==> src/rtl/sweep_stim_gen.sv <==
// Exhaustive 3-operand stimulus sweeper with a 16-bit MISR that compacts
// the downstream datapath response into a single signature.
module sweep_stim_gen #(
    parameter int W = 4
) (
    input  logic           clk,
    input  logic           rst_n,
    input  logic           start,
    input  logic           ready,
    input  logic [W-1:0]   out1,
    output logic [W-1:0]   in1,
    output logic [W-1:0]   in2,
    output logic [W-1:0]   in3,
    output logic           vec_valid,
    output logic           busy,
    output logic           done,
    output logic [3*W:0]   vec_count,
    output logic [15:0]    sig
);

    typedef enum logic [1:0] {
        IDLE = 2'd0,
        RUN  = 2'd1,
        DONE = 2'd2
    } state_t;

    state_t state;
    state_t state_next;

    logic           xfer;
    logic           last_vec;
    logic           sweep_begin;
    logic [3*W-1:0] vec_next;
    logic [15:0]    sig_next;

    assign xfer        = (state == RUN) && ready;
    assign last_vec    = &{in1, in2, in3};
    assign sweep_begin = (state != RUN) && start;

    // Treating the three operands as one counter gives in3-fastest order
    // with carries, and the final vector wraps back to all zeros.
    assign vec_next = {in1, in2, in3} + {{(3*W-1){1'b0}}, 1'b1};

    assign sig_next = {sig[14:0], 1'b0}
                    ^ (sig[15] ? 16'h1021 : 16'h0000)
                    ^ {{(16-W){1'b0}}, out1};

    // Status outputs decode the state flop directly, so they stay registered.
    assign vec_valid = (state == RUN);
    assign busy      = (state == RUN);
    assign done      = (state == DONE);

    always_ff @(posedge clk) begin
        if (!rst_n) begin
            state <= IDLE;
        end else begin
            state <= state_next;
        end
    end

    always_comb begin
        state_next = state;
        case (state)
            IDLE, DONE: begin
                if (start) begin
                    state_next = RUN;
                end
            end
            RUN: begin
                if (xfer && last_vec) begin
                    state_next = DONE;
                end
            end
            default: state_next = IDLE;
        endcase
    end

    // Response is folded in on the same edge the vector is accepted.
    always_ff @(posedge clk) begin
        if (!rst_n || sweep_begin) begin
            in1       <= '0;
            in2       <= '0;
            in3       <= '0;
            vec_count <= '0;
            sig       <= 16'h0000;
        end else if (xfer) begin
            {in1, in2, in3} <= vec_next;
            vec_count       <= vec_count + {{(3*W){1'b0}}, 1'b1};
            sig             <= sig_next;
        end
    end

endmodule
==> config.mk <==
export PLATFORM = sky130hd
export DESIGN_NAME = sweep_stim_gen
export DESIGN_NICKNAME = d
export VERILOG_FILES = /design/src/rtl/sweep_stim_gen.sv
export SDC_FILE = /design/constraint.sdc
export NUM_CORES = 1
export LEC_CHECK = 0
export BUFFER_PORTS_ARGS = -buffer_cell sky130_fd_sc_hd__clkbuf_2
export CORE_MARGIN = 2
export CORE_UTILIZATION = 53
export DETAILED_ROUTE_END_ITERATION = 7
export MAX_ROUTING_LAYER = met4
export PLACE_DENSITY = 0.79
export SKIP_CTS_REPAIR_TIMING = 1
export SLEW_MARGIN = 0
export SYNTH_ARGS = -nofsm -noshare
export SYNTH_HDL_FRONTEND = slang
export SYNTH_SLANG_ARGS = --single-unit
==> constraint.sdc <==
create_clock -name clk -period 1.5 [get_ports clk]
set_input_delay 0.225 -clock clk [delete_from_list [all_inputs] [get_ports clk]]
set_output_delay 0.225 -clock clk [all_outputs]
set_load 0.03 [all_outputs]
Word-level counts from Yosys, hierarchy flattened
Cells that the tools add are included.
- bits in registers: 43
- bits of input ports: 8
- output and inout port bits: 44
- logic and storage cells: 28
- add/subtract/negate cells: 2
- eq/ne operators: 5
- muxes and demuxes: 4
- bitwise gates (word level): 2
- reduce and logical (&&, ||, !) cells: 9
- operator list (operator ; count):
    bitwise XOR 16 x 13 -> 16 bit ; 1
    bitwise XOR 16 x 4 -> 16 bit ; 1
    adder 13 x 1 -> 13 bit, second input constant ; 1
    2-to-1 mux 13 bit ; 1
    adder 12 x 1 -> 12 bit, second input constant ; 1
    AND reduction 12 bit ; 1
    2-to-1 mux 2 bit ; 2
    != test 2 x 1 -> 1 bit, second input constant ; 2
    case mux 2 bit (2 select lines) ; 1
    logical AND 1 bit ; 3
    == test 2 x 1 -> 1 bit, second input constant ; 1
    == test 2 bit, second input constant ; 1
    zero test 2 bit ; 1
    != test 2 bit, second input constant ; 1
    AND reduction 2 bit ; 1
    OR reduction 2 bit ; 1
    zero test 1 bit ; 1
    logical OR 1 bit ; 1

Depth between registers and ports, before layout
- depth after elaboration: 5
- mapped depth: 5
- depth with buffers taken out: 4

Worst setup path after synthesis
No wires, ideal clock.
- path type: register to register
- start: register in3[0]
- end: register in2[2]
- library setup time: 0.070 ns
- arrival: 1.568 ns
- data required time: 1.430 ns
- slack: -0.138 ns
- cell stages (with the launch flop): 5
- path buffers: 0
- clock period less this slack: 1.638 ns
- cell sequence: dfxtp_1 -> ha_1 -> nand3_1 -> or4_1 -> a21oi_1
- longest elaborated chain between the ends: 1
- ends and longest elaborated chain (what ; line ; RTL):
    from (decl) ; 13 ; output logic [W-1:0] in3,
    from (signal assigned) ; 87 ; {in1, in2, in3} <= vec_next;
    adder 12 x 1 -> 12 bit ; 42 ; assign vec_next = {in1, in2, in3} + {{(3*W-1){1'b0}}, 1'b1};
    to (signal assigned) ; 87 ;
    to (decl) ; 12 ; output logic [W-1:0] in2,
Every way passes these cells.
A chain may end at the register's enable or synchronous reset.

Worst setup path after layout
- start: register state[1]
- end: register in1[1]
- longest elaborated chain between the ends: 3
- ends and longest elaborated chain (what ; line ; RTL):
    from (decl) ; 27 ; state_t state;
    from (signal assigned) ; 57 ; state <= state_next;
    != test 2 x 1 -> 1 bit ; 38 ; assign sweep_begin = (state != RUN) && start;
    logical AND 1 bit ; 38 ;
    logical OR 1 bit ; 80 ; if (!rst_n || sweep_begin) begin
    to (signal assigned) ; 87 ;
    to (decl) ; 11 ; output logic [W-1:0] in1,
Parallel ways exist; a longest one is shown, timed or not.

==> impl_metrics.env <==
export IMPL_grt_util_all_layers_pct=20.9
export IMPL_grt_busiest_layer="met2"
export IMPL_dpl_hpwl_um=3030
export IMPL_slew_viol_final=0
export IMPL_fmax_ghz=0.675
export IMPL_cts_sinks=43
export IMPL_die_area_um2=4530
export IMPL_via_per_inst=5.59
export IMPL_rows=22
export IMPL_grt_ovfl_total=0
export IMPL_clk_latency_ns=0.29
export IMPL_rsz0062_at_grt="yes"
export IMPL_use_met1_pct=25.6
export IMPL_powerDensity_nw_per_um2=839
export IMPL_power_internal_mw=1.59
export IMPL_hold_viol=0
export IMPL_power_switching_mw=0.553
export IMPL_cp_arrival_ns=1.70
export IMPL_ys_seq_elements=43
export IMPL_power_mw=2.14
export IMPL_ir_drop_mv=0.408
export IMPL_async_flop_share_pct=0
export IMPL_path_clk_slew_ns=0.08
export IMPL_slowest_stage="nor4_1"
export IMPL_reg2reg_to="in1[1]"
export IMPL_dp_slack_ns=-0.00316
export IMPL_holdPathStages=3
export IMPL_design_area_um2=2550
export IMPL_dpl_instance_area_um2=2380
export IMPL_dr_pass1_iters=4
export IMPL_critPathBufInv=0
export IMPL_fin_util_pct=68.2
export IMPL_grt_pass1_wl_um=7030
export IMPL_layout_commonest_cell="clkbuf_2"
export IMPL_final_cells=340
export IMPL_synth_edf_count=0
export IMPL_critPathRequiredTime_ns=1.72
export IMPL_reg2reg_depth=3
export IMPL_drive_above_1_share_pct=29.8
export IMPL_reg2reg_from="state[1]"
export IMPL_nets=301
export IMPL_finalCritPeriodShare_pct=98.7
export IMPL_setup_viol=0
export IMPL_final_cell_mix="clkbuf_2, dfxtp_1, nand2_1, a21oi_1, o211ai_1"
export IMPL_seq_area_frac_synth_pct=40.6
export IMPL_p_sw_share_pct=25.8
export IMPL_postSynthCellCount=246
export IMPL_seqPwrFrac_pct=54.8
export IMPL_grt_use_met3_pct=4.50
export IMPL_diodes=0
export IMPL_worst_clock_skew_ns=0.00410
export IMPL_layout_setup_ws_ns=0.0194
export IMPL_reg2reg_slack_ns=0.02
export IMPL_routed_wl_um=4520
export IMPL_worst_pin_slew_ns=0.386
export IMPL_core_um2=3740
export IMPL_synth_nets=256
export IMPL_initial_core_util_pct=56.7
export IMPL_path_max_fanout=11
export IMPL_antenna_found_initial=0
export IMPL_grt_use_met2_pct=33.9
export IMPL_crit_type="reg2reg"
export IMPL_cts_root_buf="clkbuf_8"
export IMPL_synth_cell_types=38
export IMPL_fp_dieW_um=67.3
export IMPL_die_y_um=67.3
export IMPL_syn_area_um2=2120
export IMPL_path_cells="nand3b_2 > nor4_1 > mux2i_1"
export IMPL_cpPeakStageDelay_ns=0.45
export IMPL_power_share_clock_pct=32.5
export IMPL_cts_buffers_inserted=5
export IMPL_drt_iter0_markers=161
export IMPL_placed_cells=330
export IMPL_wire_per_inst_um=13.3
export IMPL_ant_nets=0
export IMPL_yosysWarnings=0
export IMPL_finalCriticalPeriod_ns=1.48
export IMPL_maxCapViolCount=0
export IMPL_io_buffer_count=51
export IMPL_avgSynthCellArea_um2=8.63
export IMPL_drc_errors=0
export IMPL_synth_ff_type="dfxtp_1"
export IMPL_max_slew_margin_rel_pct=74.0
export IMPL_critPathTopFamily="simple AND/OR/NAND/NOR gates"
export IMPL_cp_end_kind="register"
export IMPL_grt_pass1_vias=1603
export IMPL_grt_start_max_net_pins=34
export IMPL_status="finished, final reports clean"
export IMPL_ctsHtreeMaxLevel=2
export IMPL_cellLeakagePower_nw=0.898
export IMPL_hold_path_startpoint="start"
export IMPL_syn_to_final_growth_pct=20.4
export IMPL_io_pins=52
export IMPL_via_count=1902
export IMPL_cts_max_path_buffers=2
export IMPL_cp_start_kind="register"
export IMPL_cts_tree="built"
export IMPL_hold_class="in2reg"
export IMPL_whs_endpoint="state[0]"
export IMPL_comb_power_share_pct=12.7
export IMPL_place_gp_congestion=0.830
[power groups by stage]
stage | sequential, mW | clock (mW) | combinational (mW)
4_1_cts | 1.17 | 0.711 | 0.246
6_report | 1.17 | 0.697 | 0.272
2_1_floorplan | 1.21 | 0 | 0.176
3_5_place_dp | 1.20 | 0 | 0.245
5_1_grt | 1.18 | 0.763 | 0.296
3_3_place_gp | 1.20 | 0 | 0.243
[worst min-delay path, delay by kind of cell]
| family | cells | cell delay, ns |
|---|---|---|
| and+or+nand+nor | 1 | 0.06 |
| buffers and inverters | 1 | 0.09 |
| AOI/OAI and AO/OA | 1 | 0.07 |
[metrics by stage]
step / hold slack (ns) / setup TNS, ns
after floorplan: 0.379 / 0
after global placement: 0.458 / 0
after detailed placement: 0.463 / -0.00316
after CTS: 0.192 / -0.542
after global routing: 0.217 / -0.0585
final: 0.187 / 0
[worst max path at each step]
stage	depth (start not counted)	from	end	slack [ns]
after detailed placement	4	state[0]	vec_count[4]	-0.003
after global placement	4	state[0]	vec_count[3]	0.04
after CTS	3	state[0]	busy	-0.24
final	3	state[1]	in1[1]	0.02
after global routing	3	state[1]	in1[1]	-0.04
after floorplan	4	in3[0]	in2[2]	0.008
[Yosys cell counts (all sizes together) (3+ instances only)]
| cell type | n | area, um2 |
|---|---|---|
| dfxtp | 43 | 861 |
| nand2 | 31 | 116 |
| a21oi | 25 | 125 |
| buf | 23 | 160 |
| o211ai | 16 | 120 |
| inv | 13 | 48.8 |
| mux2i | 8 | 80.1 |
| nor2 | 8 | 30.0 |
| xnor2 | 8 | 70.1 |
| nand3 | 7 | 45.0 |
| nor4 | 7 | 50.1 |
| o21ai | 7 | 38.8 |
| a211oi | 6 | 45.0 |
| nand4 | 6 | 37.5 |
| or3 | 6 | 37.5 |
| o31ai | 5 | 37.5 |
| or4 | 5 | 37.5 |
| clkbuf | 3 | 11.3 |
[cells by family (layout without fill, tap and decap cells)]
family                     count (synthesis)  count (layout)  synth area share, %
xor gates and xnor gates                   8               8                 3.30
DFF                                       43              43                 40.6
AOI/OAI and AO/OA                         63              63                 18.8
adders and majority gates                  2               2                 1.18
and+or+nand+nor                           82              83                 21.9
muxes                                      8               8                 3.77
buffers and inverters                     40              85                 10.6
[registers in the layout, summed over array words and instances (netlist names)]
name	flops
in1	4
vec_count	13
sig	16
state	2
in3	4
in2	4
[per-layer routing]
metal / part of all wire [%] / vias up
met4: 1.6 / 0
met2: 49 / 40
met1: 45 / 878
met5: 0 / -
met3: 4.1 / 9
li1: - / 975
[cell type report]
type | count | area (um2)
fillers | 330 | 1190
multi-input cells | 164 | 1100
flip-flops and latches | 43 | 870
repair buffers | 63 | 395
clock buffers | 7 | 76.3
well taps | 48 | 60.1
inverters | 14 | 52.6
clock inverters | 1 | 5.00
No activity file was read; power rests on OpenSTA's default activity.
